[config.mk]
export PLATFORM = sky130hd
export DESIGN_NAME = alu_seq_ctrl
export DESIGN_NICKNAME = d
export VERILOG_FILES = /design/src/rtl/alu_ctrl_pkg.sv /design/src/rtl/alu_op_decode.sv /design/src/rtl/alu_seq_ctrl.sv
export SDC_FILE = /design/constraint.sdc
export NUM_CORES = 1
export LEC_CHECK = 0
export ABC_AREA = 1
export BUFFER_PORTS_ARGS = -buffer_cell sky130_fd_sc_hd__buf_4
export CAP_MARGIN = 20
export CORE_AREA = 5 5 103 125
export CTS_BUF_LIST = sky130_fd_sc_hd__clkbuf_8
export DETAILED_ROUTE_END_ITERATION = 8
export DIE_AREA = 0 0 108 130
export PLACE_DENSITY = 0.74
export SLEW_MARGIN = 20
export SYNTH_ARGS = -nofsm -noshare
export SYNTH_HDL_FRONTEND = slang
export SYNTH_SLANG_ARGS = --single-unit
export TNS_END_PERCENT = 100
[constraint.sdc]
create_clock -name clk_i -period 2.2 [get_ports clk_i]
set_input_delay 0.55 -clock clk_i [delete_from_list [all_inputs] [get_ports clk_i]]
set_output_delay 0.55 -clock clk_i [all_outputs]
set_load 0.02 [all_outputs]
[src/rtl/alu_ctrl_pkg.sv]
// Shared definitions for the ALU sequencer: request opcodes, ALU operation
// encodings and the sequencer state type.
package alu_ctrl_pkg;

    localparam logic [3:0] OP_AND  = 4'b0000;
    localparam logic [3:0] OP_OR   = 4'b0001;
    localparam logic [3:0] OP_ADD  = 4'b0010;
    localparam logic [3:0] OP_SUB  = 4'b0110;
    localparam logic [3:0] OP_SLT  = 4'b0111;
    localparam logic [3:0] OP_NOR  = 4'b1100;
    localparam logic [3:0] OP_NAND = 4'b1101;

    localparam logic [1:0] ALU_AND  = 2'b00;
    localparam logic [1:0] ALU_OR   = 2'b01;
    localparam logic [1:0] ALU_ADD  = 2'b10;
    localparam logic [1:0] ALU_LESS = 2'b11;

    typedef enum logic [1:0] {
        ST_IDLE = 2'd0,
        ST_EXEC = 2'd1,
        ST_SLT2 = 2'd2,
        ST_RESP = 2'd3
    } state_t;

endpackage

[src/rtl/alu_op_decode.sv]
// Combinational request-opcode decoder producing the ALU control lines
// plus classification flags used by the sequencer.
module alu_op_decode
    import alu_ctrl_pkg::*;
#(
    parameter int OPW = 4
) (
    input  logic [OPW-1:0] op,
    output logic           a_inv,
    output logic           b_inv,
    output logic           cin,
    output logic [1:0]     operation,
    output logic           is_slt,
    output logic           is_logic,
    output logic           illegal
);

    always_comb begin
        a_inv     = 1'b0;
        b_inv     = 1'b0;
        cin       = 1'b0;
        operation = ALU_AND;
        is_slt    = 1'b0;
        is_logic  = 1'b0;
        illegal   = 1'b0;
        case (op)
            OP_AND:  begin operation = ALU_AND; is_logic = 1'b1; end
            OP_OR:   begin operation = ALU_OR;  is_logic = 1'b1; end
            OP_ADD:  operation = ALU_ADD;
            OP_SUB:  begin b_inv = 1'b1; cin = 1'b1; operation = ALU_ADD; end
            // SLT starts as a subtract; the LESS pass is issued by the sequencer.
            OP_SLT:  begin b_inv = 1'b1; cin = 1'b1; operation = ALU_ADD; is_slt = 1'b1; end
            OP_NOR:  begin a_inv = 1'b1; b_inv = 1'b1; operation = ALU_AND; is_logic = 1'b1; end
            OP_NAND: begin a_inv = 1'b1; b_inv = 1'b1; operation = ALU_OR;  is_logic = 1'b1; end
            default: illegal = 1'b1;
        endcase
    end

endmodule

[src/rtl/alu_seq_ctrl.sv]
// Request/response sequencer for the ripple ALU. Drives ALU controls from
// registers, samples its outputs, and runs SLT as subtract followed by LESS.
module alu_seq_ctrl
    import alu_ctrl_pkg::*;
#(
    parameter int WIDTH = 32,
    parameter int OPW   = 4
) (
    input  logic             clk_i,
    input  logic             rst_i,
    input  logic             req_valid_i,
    output logic             req_ready_o,
    input  logic [OPW-1:0]   req_op_i,
    input  logic [WIDTH-1:0] req_a_i,
    input  logic [WIDTH-1:0] req_b_i,
    output logic [WIDTH-1:0] alu_src1_o,
    output logic [WIDTH-1:0] alu_src2_o,
    output logic             alu_less_o,
    output logic             alu_a_invert_o,
    output logic             alu_b_invert_o,
    output logic             alu_cin_o,
    output logic [1:0]       alu_operation_o,
    input  logic [WIDTH-1:0] alu_result_i,
    input  logic             alu_cout_i,
    input  logic             alu_overflow_i,
    output logic             rsp_valid_o,
    input  logic             rsp_ready_i,
    output logic [WIDTH-1:0] rsp_result_o,
    output logic             rsp_zero_o,
    output logic             rsp_cout_o,
    output logic             rsp_overflow_o,
    output logic             rsp_err_o
);

    state_t     state_q, state_d;
    logic       is_slt_q, is_logic_q;
    logic       req_fire;
    logic       dec_a_inv, dec_b_inv, dec_cin, dec_is_slt, dec_is_logic, dec_illegal;
    logic [1:0] dec_operation;

    alu_op_decode #(.OPW(OPW)) u_decode (
        .op        (req_op_i),
        .a_inv     (dec_a_inv),
        .b_inv     (dec_b_inv),
        .cin       (dec_cin),
        .operation (dec_operation),
        .is_slt    (dec_is_slt),
        .is_logic  (dec_is_logic),
        .illegal   (dec_illegal)
    );

    always_comb begin
        state_d     = state_q;
        req_ready_o = (state_q == ST_IDLE);
        rsp_valid_o = (state_q == ST_RESP);
        req_fire    = req_valid_i && req_ready_o;
        case (state_q)
            ST_IDLE: if (req_fire) state_d = dec_illegal ? ST_RESP : ST_EXEC;
            ST_EXEC: state_d = is_slt_q ? ST_SLT2 : ST_RESP;
            ST_SLT2: state_d = ST_RESP;
            ST_RESP: if (rsp_ready_i) state_d = ST_IDLE;
            default: state_d = ST_IDLE;
        endcase
    end

    always_ff @(posedge clk_i) begin
        if (rst_i) state_q <= ST_IDLE;
        else       state_q <= state_d;
    end

    always_ff @(posedge clk_i) begin
        if (rst_i) begin
            alu_src1_o      <= '0;
            alu_src2_o      <= '0;
            alu_less_o      <= 1'b0;
            alu_a_invert_o  <= 1'b0;
            alu_b_invert_o  <= 1'b0;
            alu_cin_o       <= 1'b0;
            alu_operation_o <= 2'b00;
            is_slt_q        <= 1'b0;
            is_logic_q      <= 1'b0;
            rsp_result_o    <= '0;
            rsp_zero_o      <= 1'b0;
            rsp_cout_o      <= 1'b0;
            rsp_overflow_o  <= 1'b0;
            rsp_err_o       <= 1'b0;
        end else begin
            case (state_q)
                ST_IDLE: if (req_fire) begin
                    alu_src1_o      <= req_a_i;
                    alu_src2_o      <= req_b_i;
                    alu_less_o      <= 1'b0;
                    alu_a_invert_o  <= dec_a_inv;
                    alu_b_invert_o  <= dec_b_inv;
                    alu_cin_o       <= dec_cin;
                    alu_operation_o <= dec_operation;
                    is_slt_q        <= dec_is_slt;
                    is_logic_q      <= dec_is_logic;
                    if (dec_illegal) begin
                        rsp_result_o   <= '0;
                        rsp_zero_o     <= 1'b1;
                        rsp_cout_o     <= 1'b0;
                        rsp_overflow_o <= 1'b0;
                        rsp_err_o      <= 1'b1;
                    end
                end
                ST_EXEC: if (is_slt_q) begin
                    // Signed less-than: sign of the difference corrected by overflow.
                    alu_operation_o <= ALU_LESS;
                    alu_less_o      <= alu_result_i[WIDTH-1] ^ alu_overflow_i;
                end else begin
                    rsp_result_o   <= alu_result_i;
                    rsp_zero_o     <= (alu_result_i == '0);
                    rsp_cout_o     <= is_logic_q ? 1'b0 : alu_cout_i;
                    rsp_overflow_o <= is_logic_q ? 1'b0 : alu_overflow_i;
                    rsp_err_o      <= 1'b0;
                end
                ST_SLT2: begin
                    rsp_result_o   <= alu_result_i;
                    rsp_zero_o     <= (alu_result_i == '0);
                    rsp_cout_o     <= 1'b0;
                    rsp_overflow_o <= 1'b0;
                    rsp_err_o      <= 1'b0;
                end
                default: ;
            endcase
        end
    end

endmodule
==> results.tsv, run 1 <==
stage	metric	value	unit
status	status	finished, final reports clean	
global_route	antenna_found_initial	0	
cells_and_area	layout_commonest_cell	buf_4	
timing	fin_crit	1.86	ns
cts	clk_latency	0.37	ns
power_and_ir_drop	combPwrFrac	49.3	%
worst_setup_path	required	1.65	ns
cells_and_area	final_cell_mix	buf_4 (217), nor2_1 (193), dfxtp_1 (110)	
worst_setup_path	crit_path_end_kind	output pin	
floorplan	start_util	39.5	%
job	maxCapViolCount	0	
worst_hold_path	worstHoldPathType	input pin to flip-flop	
cts	cts_tree	done	
global_route	overflow	0	
place	post-place-ws	0.420	ns
yosys	synth-seq-area-share	48.8	%
timing	max_freq	0.537	GHz
cells_and_area	drive_gt1_share	29.6	%
cts	ctsHoldBuffers	0	
cts	cts_setup_buffers	0	
power_and_ir_drop	peakVddDrop	0.616	mV
global_route	grt_pass1_wl	21000	um
worst_setup_path	worstSetupStartpointType	flip-flop	
cts	cts_sinks	110	
floorplan	die_h	130	um
yosys	syn_area_per_cell	7.05	um2
cts	cts_max_path_buffers	2	
timing	tightest_slew	0.441	ns
timing	min_period_over_period	84.6	%
yosys	yosysTopAreaCell	dfxtp_1	
floorplan	core	0.0114	mm2
global_route	grt_start_max_net_pins	70	
detailed_routing	dr.pass1.iters	5	
cts	cts_root_buf	clkbuf_8	
yosys	yosys_warnings	0	
detailed_routing	avgViaCountPerCell	4.62	
power_and_ir_drop	pwr_density_cell	1310	mW/mm2
floorplan	row_count	43	
yosys	synth.area.top_cells	dfxtp_1 (49%), nor2_1 (16%), nand2_1 (8.6%), o21ai_0 (7.8%), a21oi_1 (4.1%)	
cts	cts-htree-levels	3	
power_and_ir_drop	seqPwrFrac	34.8	%
detailed_routing	first_iter_violations	122	
cells_and_area	fillers	1166	
yosys	yosysTopAreaCellShare	48.8	%
detailed_routing	wire_per_inst	13.3	um
timing	rsz0062_at_grt	false	
cells_and_area	area_delta_synth_final	42.7	%
cells_and_area	fin_nets	940	
floorplan	die_width	108	um
floorplan	pin_count	214	
timing	clock-skew-final	0.00934	ns
worst_setup_path	worstPathArrival	1.31	ns
yosys	syn_area	0.00451	mm2
detailed_routing	ant_nets	0	
cts	numCtsBuffers	9	
yosys	synth_fp_nets	749	
global_route	grt_pass1_vias	4247	
place	gp_congestion	0.842	
detailed_routing	routed_wl	13200	um
global_route	track_usage	18.8	%
cells_and_area	n_antenna_cell	0	
worst_setup_path	timing.critical_path.fanout_max	5	
timing	finalSetupViolations	0	
yosys	syn-instance-count	639	
worst_setup_path	critPathKind	flip-flop to output pin	
floorplan	dieArea	0.0140	mm2
cells_and_area	seq_area	0.00220	mm2
timing	fin_tns_setup	0	ns
timing	slew_headroom	70.6	%
power_and_ir_drop	p_leak	3.19	nW
cts	clkTransAtPathRegs	0.10	ns
power_and_ir_drop	power_switching	3.53	mW
power_and_ir_drop	swShare	41.7	%
place	hpwl	9770	um
timing	setup_ws	0.339	ns
power_and_ir_drop	internal-power	4.93	mW
cts	postCtsResizedCells	0	
timing	hold_viol	0	
power_and_ir_drop	p_clk_share	15.9	%
yosys	ys_types	21	
detailed_routing	drc	0	
place	portBuffers	213	
cells_and_area	multi_input_area	0.00196	mm2
yosys	ys_ff_latch	110	
timing	final_max_slew_viol_count	0	
detailed_routing	vias	4582	
==> metrics by stage <==
| step | instance area, um2 | cells | hold slack (ns) | utilization [%] | power, mW |
|---|---|---|---|---|---|
| 2_1_floorplan | 4510 | 639 | 0.460 | - | 5.67 |
| 3_3_place_gp | 6210 | 976 | 0.438 | 54.5 | 7.17 |
| 3_5_place_dp | 6210 | 976 | 0.448 | 54.5 | 7.22 |
| 4_1_cts | 6430 | 992 | 0.359 | 56.4 | 8.58 |
| 5_1_grt | 6430 | 992 | 0.357 | 56.4 | 9.17 |
| 6_report | 6430 | 992 | 0.377 | 56.4 | 8.46 |
==> cell usage after synthesis (all sizes together) <==
cell type  count
nand4          2
nor2         193
a211oi         1
o21ai         71
clkbuf        18
o211ai         1
nand2        106
buf           24
ha             4
a31oi          2
inv           34
nand3         35
a21oi         38
dfxtp        110
==> layer usage <==
metal  GRT usage (%)  share of wire [%]  wire length [um]
met3            11.0                 14              1890
met5               0                  0                 0
met1            21.5                 39              5210
met4            3.79               0.70                93
met2            30.6                 46              6030
==> flip-flops by register name, summed over array words and instances, names as in the netlist, 2 cells and up <==
signal / flops
alu_operation_o: 2
alu_src1_o: 32
rsp_result_o: 32
alu_src2_o: 32
state_q: 2
==> power by group through the flow <==
stage	sequential [mW]	clock, mW	combinational, mW
5_1_grt	3.03	1.47	4.68
2_1_floorplan	3.69	0	1.98
6_report	2.95	1.34	4.17
3_3_place_gp	2.97	0	4.20
4_1_cts	2.95	1.39	4.23
3_5_place_dp	2.99	0	4.23
==> worst paths after layout <==
check,start,endpoint,slack (ns),depth (start not counted)
max,state_q[0]$_SDFFE_PP0P_,req_ready_o,0.34,3
min,rst_i,alu_a_invert_o$_SDFFE_PP0P_,0.38,2
max reg2reg,state_q[0]$_SDFFE_PP0P_,rsp_zero_o$_SDFFE_PP0P_,0.41,9
min reg2reg,alu_operation_o[1]$_SDFFE_PP0P_,alu_operation_o[1]$_SDFFE_PP0P_,0.45,2
==> cell families (layout without fill, tap and decap cells) <==
group	count (synthesis)	after routing	synth area share (%)
AND/OR/NAND/NOR	336	336	29.3
AO/OA/AOI/OAI	113	113	12.8
flip-flops	110	110	48.8
buffers and inverters	76	272	7.91
adder cells (fa/ha/maj)	4	4	1.11
==> critical path: stages, from the launching register on <==
cell and delay [ns]:
dfxtp_1 0.41, inv_1 0.09, ha_1 0.27, buf_4 0.19
==> area by class of cell <==
| class | instances | area share, % |
|---|---|---|
| Clock buffer | 9 | 1.93 |
| Tap cell | 157 | 3.05 |
| Timing Repair Buffer | 222 | 26.9 |
| Multi-Input combinational cell | 453 | 30.5 |
| Inverter | 34 | 1.98 |
| Sequential cell | 110 | 34.2 |
| Clock inverter | 7 | 1.48 |
No activity file was read; power rests on OpenSTA's default activity.
==> run 2: changes to the inputs <==
clock period = 2 ns   (was 2.2 ns; I/O delays follow)
==> results.tsv, run 2 (same netlist as run 1, synthesis figures left out) <==
stage	metric	value	unit	change
global_route	track_usage	18.8	%	about the same
cts	numCtsBuffers	9		unchanged
worst_setup_path	required	1.50	ns	was 1.65 ns
timing	clock-skew-final	0.0137	ns	was 0.00934 ns
cts	cts_max_path_buffers	2		unchanged
timing	final_max_slew_viol_count	0		unchanged
timing	fin_tns_setup	0	ns	unchanged
timing	fin_crit	1.81	ns	
power_and_ir_drop	total_power	9.28	mW	was 8.46 mW
floorplan	die_h	130	um	unchanged
floorplan	core	0.0114	mm2	unchanged
power_and_ir_drop	pwr_density_cell	1450	mW/mm2	was 1310 mW/mm2
worst_hold_path	worstHoldPathType	input pin to flip-flop		unchanged
worst_setup_path	critPathTopFamily	flip-flops		unchanged
timing	min_period_over_period	90.7	%	
floorplan	pin_count	214		unchanged
cts	cts_sinks	110		unchanged
worst_setup_path	crit_path_end_kind	output pin		unchanged
place	gp_congestion	0.807		was 0.842
place	dp.cells	976		unchanged
cts	cts-htree-levels	3		unchanged
detailed_routing	drc	0		unchanged
detailed_routing	routed_wl	13400	um	was 13200 um
global_route	grt_pass1_vias	4295		was 4247
timing	tightest_slew	0.430	ns	was 0.441 ns
cells_and_area	n_antenna_cell	0		unchanged
cells_and_area	layout_commonest_cell	buf_4		unchanged
floorplan	die_width	108	um	unchanged
timing	hold_viol	0		unchanged
worst_setup_path	timing.critical_path.fanout_max	5		unchanged
status	status	finished, final reports clean		unchanged
timing	finalSetupViolations	0		unchanged
cells_and_area	fillers	1169		was 1166
worst_setup_path	worst-path-buf-inv	2		unchanged
cts	cts_tree	done		unchanged
cells_and_area	area_delta_synth_final	42.3	%	was 42.7%
cells_and_area	fin_nets	940		unchanged
worst_setup_path	worstSetupStartpointType	flip-flop		unchanged
floorplan	dieArea	0.0140	mm2	unchanged
worst_setup_path	critPathKind	flip-flop to output pin		unchanged
cells_and_area	stdcell_count	992		unchanged
worst_setup_path	crit_path_top_delay_cell	dfxtp_1		unchanged
timing	slew_headroom	71.4	%	was 70.6%
worst_setup_path	slowest_delay	0.40	ns	was 0.41 ns
power_and_ir_drop	peakVddDrop	0.705	mV	was 0.616 mV
place	portBuffers	213		unchanged
global_route	grt_start_max_net_pins	70		unchanged
detailed_routing	avgViaCountPerCell	4.65		was 4.62
cts	cts_root_buf	clkbuf_8		unchanged
detailed_routing	dr.pass1.iters	4		was 5
detailed_routing	ant_nets	0		unchanged
global_route	antenna_found_initial	0		unchanged
cells_and_area	utilization	56.3	%	was 56.4%
worst_setup_path	crit_cells	3		unchanged
cells_and_area	largestRegisters	alu_src1_o x32, alu_src2_o x32, rsp_result_o x32		unchanged
worst_setup_path	r2r_cells	9		unchanged
detailed_routing	first_iter_violations	168		was 122
global_route	grt_pass1_wl	21000	um	about the same
timing	max_freq	0.551	GHz	
worst_setup_path	worstPathArrival	1.31	ns	about the same
cts	postCtsResizedCells	0		unchanged
global_route	overflow	0		unchanged
cells_and_area	final_cell_mix	buf_4 (218), nor2_1 (193), dfxtp_1 (110)		was buf_4 (217), nor2_1 (193), dfxtp_1 (110)
power_and_ir_drop	p_leak	3.17	nW	was 3.19 nW
worst_setup_path	crit_path_start	state_q[0]$_SDFFE_PP0P_		unchanged
detailed_routing	wire_per_inst	13.5	um	was 13.3 um
worst_setup_path	path_cells	inv_1 -> ha_1 -> buf_4		unchanged
floorplan	start_util	39.5	%	unchanged
worst_setup_path	r2r_start	state_q[0]$_SDFFE_PP0P_		unchanged
timing	rsz0062_at_grt	false		unchanged
cts	ctsHoldBuffers	0		unchanged
detailed_routing	vias	4611		was 4582
floorplan	row_count	43		unchanged
cts	cts_setup_buffers	0		unchanged
worst_setup_path	rr_endpoint	rsp_zero_o$_SDFFE_PP0P_		unchanged
worst_setup_path	worstSetupEndpoint	req_ready_o		unchanged
job	maxCapViolCount	0		unchanged
place	hpwl	9860	um	was 9770 um
cells_and_area	drive_gt1_share	29.7	%	was 29.6%
cts	clkTransAtPathRegs	0.11	ns	was 0.10 ns
cts	clk_latency	0.37	ns	about the same
worst_setup_path	r2r_slack	0.19	ns	was 0.41 ns
-- run 2: routing by layer --
layer  wire length [um]  part of all wire (%)  up-vias  track usage (%)
li1                   -                     -     2397                -
met1               5230                    39     2000             22.2
met2               6070                    45      204             30.0
met3               1910                    14       10             9.35
met4                156                   1.2        0             6.02
met5                  0                     0        -                0
-- run 2: worst min path at each step --
stage | slack, ns | from | end | depth (start not counted)
final | 0.32 | rst_i | alu_cin_o$_SDFFE_PP0P_ | 2
after global placement | 0.44 | alu_operation_o[1]$_SDFFE_PP0P_ | alu_operation_o[1]$_SDFFE_PP0P_ | 2
after floorplan | 0.46 | is_slt_q$_SDFFE_PP0P_ | is_slt_q$_SDFFE_PP0P_ | 2
after detailed placement | 0.44 | alu_operation_o[1]$_SDFFE_PP0P_ | alu_operation_o[1]$_SDFFE_PP0P_ | 2
after global routing | 0.31 | rst_i | alu_a_invert_o$_SDFFE_PP0P_ | 2
after CTS | 0.30 | rst_i | alu_cin_o$_SDFFE_PP0P_ | 2
-- run 2: power breakdown --
part | leakage (nW) | switching, mW | total (mW) | internal [mW]
registers | 0.909 | 0.368 | 3.25 | 2.88
clock network | 0.109 | 0.796 | 1.43 | 0.637
logic | 2.15 | 2.77 | 4.60 | 1.83
-- run 2: through the flow --
step | worst slack, ns | hold slack (ns) | cell area (um2)
final | 0.186 | 0.322 | 6420
after global placement | 0.274 | 0.438 | 6200
after detailed placement | 0.212 | 0.442 | 6200
after global routing | 0.0165 | 0.308 | 6420
after CTS | 0.163 | 0.304 | 6420
after floorplan | 0.288 | 0.460 | 4510
-- run 2: worst reg2reg max path, delay by kind of cell, from the launching register on --
kind / cells / cell delay, ns
and+or+nand+nor: 5 / 0.53
DFF: 1 / 0.40
buffers and inverters: 2 / 0.34
adders and majority gates: 1 / 0.27
AOI/OAI and AO/OA: 1 / 0.16
-- run 2: cell type report --
type,count,area [um2],share of cell area [%]
flip-flops and latches,110,2200,34.3
well taps,157,196,3.06
clock inverters,6,76.3,1.19
multi-input cells,453,1960,30.5
inverters,34,128,1.99
clock buffers,10,138,2.15
repair buffers,222,1720,26.8
==> run 3: changes to the inputs <==
ABC_CLOCK_PERIOD_IN_PS = 2000   (was unset)
CELL_PAD_IN_SITES_DETAIL_PLACEMENT = 1   (was unset)
CELL_PAD_IN_SITES_GLOBAL_PLACEMENT = 1   (was unset)
CORE_AREA = 5 5 115 139   (was 5 5 103 125)
DIE_AREA = 0 0 120 144   (was 0 0 108 130)
PLACE_DENSITY = 0.84   (was 0.74)
==> results.tsv, run 3 (same netlist as run 1, synthesis figures left out) <==
stage	metric	value	unit	change
status	status	finished, final reports clean		unchanged
job	maxCapViolCount	0		unchanged
power_and_ir_drop	peakVddDrop	0.602	mV	was 0.705 mV
global_route	grt_start_max_net_pins	78		was 70
cells_and_area	final_cell_mix	buf_4 (221), nor2_1 (193), dfxtp_1 (110)		was buf_4 (218), nor2_1 (193), dfxtp_1 (110)
timing	fin_tns_setup	0	ns	unchanged
timing	setup_ws	0.169	ns	was 0.186 ns
timing	slew_headroom	69.1	%	was 71.4%
timing	min_period_over_period	91.5	%	was 90.7%
worst_hold_path	worstHoldPathType	input pin to flip-flop		unchanged
floorplan	core	0.0147	mm2	was 0.0114 mm2
cts	cts_setup_buffers	0		unchanged
cells_and_area	fin_nets	942		was 940
power_and_ir_drop	combPwrFrac	49.9	%	was 49.6%
place	portBuffers	213		unchanged
detailed_routing	first_iter_violations	250		was 168
cts	cts-htree-levels	3		unchanged
global_route	grt_pass1_wl	24100	um	was 21000 um
power_and_ir_drop	pwr_density_cell	1470	mW/mm2	was 1450 mW/mm2
cts	ctsHoldBuffers	0		unchanged
cts	cts_tree	done		unchanged
cells_and_area	design_area	0.00645	mm2	was 0.00642 mm2
cells_and_area	area_delta_synth_final	43.0	%	was 42.3%
cells_and_area	n_antenna_cell	0		unchanged
floorplan	dieArea	0.0173	mm2	was 0.0140 mm2
cells_and_area	layout_commonest_cell	buf_4		unchanged
floorplan	die_h	144	um	was 130 um
cts	postCtsResizedCells	0		unchanged
floorplan	row_count	49		was 43
timing	fin_crit	1.83	ns	was 1.81 ns
detailed_routing	avgViaCountPerCell	4.73		was 4.65
worst_setup_path	required	1.50	ns	about the same
power_and_ir_drop	total_power	9.45	mW	was 9.28 mW
global_route	overflow	0		unchanged
power_and_ir_drop	p_leak	3.18	nW	was 3.17 nW
timing	max_freq	0.546	GHz	was 0.551 GHz
place	dpl-instance-area	0.00623	mm2	was 0.00620 mm2
cts	cts_max_path_buffers	2		unchanged
timing	clock-skew-final	0.00907	ns	was 0.0137 ns
worst_setup_path	critPathKind	flip-flop to output pin		unchanged
power_and_ir_drop	swShare	42.6	%	was 42.4%
place	post-place-ws	0.249	ns	was 0.212 ns
worst_setup_path	timing.critical_path.fanout_max	5		unchanged
worst_setup_path	worstSetupStartpointType	flip-flop		unchanged
detailed_routing	drc	0		unchanged
timing	final_max_slew_viol_count	0		unchanged
cts	clk_latency	0.39	ns	was 0.37 ns
place	gp_congestion	0.770		was 0.807
power_and_ir_drop	p_clk_share	15.7	%	was 15.4%
cts	cts_sinks	110		unchanged
timing	finalSetupViolations	0		unchanged
cells_and_area	largestRegisters	alu_src1_o x32, alu_src2_o x32, rsp_result_o x32		unchanged
detailed_routing	wire_per_inst	15.1	um	was 13.5 um
worst_setup_path	worstPathArrival	1.33	ns	was 1.31 ns
timing	whs	0.312	ns	was 0.322 ns
detailed_routing	vias	4797		was 4611
cts	cts_root_buf	clkbuf_8		unchanged
cts	numCtsBuffers	9		unchanged
floorplan	pin_count	214		unchanged
detailed_routing	ant_nets	0		unchanged
cts	clkTransAtPathRegs	0.10	ns	was 0.11 ns
timing	tightest_slew	0.464	ns	was 0.430 ns
global_route	track_usage	17.6	%	was 18.8%
power_and_ir_drop	internal-power	5.42	mW	was 5.35 mW
floorplan	start_util	30.8	%	was 39.5%
global_route	grt_pass1_vias	4766		was 4295
place	hpwl	11600	um	was 9860 um
cells_and_area	drive_gt1_share	29.9	%	was 29.7%
detailed_routing	routed_wl	15400	um	was 13400 um
worst_setup_path	crit_path_end_kind	output pin		unchanged
power_and_ir_drop	seqPwrFrac	34.5	%	was 35.0%
power_and_ir_drop	power_switching	4.03	mW	was 3.93 mW
global_route	antenna_found_initial	0		unchanged
detailed_routing	dr.pass1.iters	5		was 4
floorplan	die_width	120	um	was 108 um
timing	rsz0062_at_grt	false		unchanged
timing	hold_viol	0		unchanged
==> run 3: changes by cell type in the layout (fill, tap and decap cells not counted), sizes merged <==
cell and change:
buf +2, clkbuf +2, inv -2
==> run 3: power groups by stage <==
stage	sequential [mW]	combinational, mW	clock, mW
2_1_floorplan	4.06	2.18	0
3_3_place_gp	3.28	4.67	0
3_5_place_dp	3.31	4.78	0
4_1_cts	3.27	4.79	1.55
5_1_grt	3.34	5.24	1.65
6_report	3.26	4.71	1.48
==> run 3: worst max-delay path: stages (launching register included) <==
cell and delay (ns):
dfxtp_1 0.41, inv_1 0.08, ha_1 0.27, buf_4 0.19
==> run 3: layout make-up <==
| cell class | count | area [um2] |
|---|---|---|
| clock buffers | 12 | 165 |
| clock inverters | 4 | 52.6 |
| fillers | 1877 | 8200 |
| inverters | 34 | 128 |
| multi-input cells | 453 | 1960 |
| flip-flops and latches | 110 | 2200 |
| well taps | 178 | 223 |
| repair buffers | 224 | 1720 |
==> run 3: layer usage <==
| metal | GRT usage (%) | vias up | routed length [um] |
|---|---|---|---|
| li1 | - | 2395 | - |
| met1 | 19.3 | 2217 | 6050 |
| met2 | 29.3 | 172 | 7050 |
| met3 | 9.74 | 13 | 2050 |
| met4 | 5.07 | 0 | 207 |
| met5 | 0 | - | 0 |
==> run 3: path summary, 6_finish.rpt <==
path | slack [ns] | from | endpoint | depth (start not counted)
worst max-delay path | 0.17 | state_q[0]$_SDFFE_PP0P_ | req_ready_o | 3
worst min register to register | 0.45 | alu_less_o$_SDFFE_PP0P_ | alu_less_o$_SDFFE_PP0P_ | 2
worst max register to register | 0.25 | state_q[0]$_SDFFE_PP0P_ | rsp_result_o[15]$_SDFFE_PP0P_ | 9
worst min-delay path | 0.31 | rst_i | alu_a_invert_o$_SDFFE_PP0P_ | 2
==> run 3: metrics by stage <==
stage               util [%]  cells
finish                  44.0   1015
global route            44.0   1015
CTS                     44.0   1015
detailed placement      42.5    999
global placement        42.5    999
floorplan                  -    639
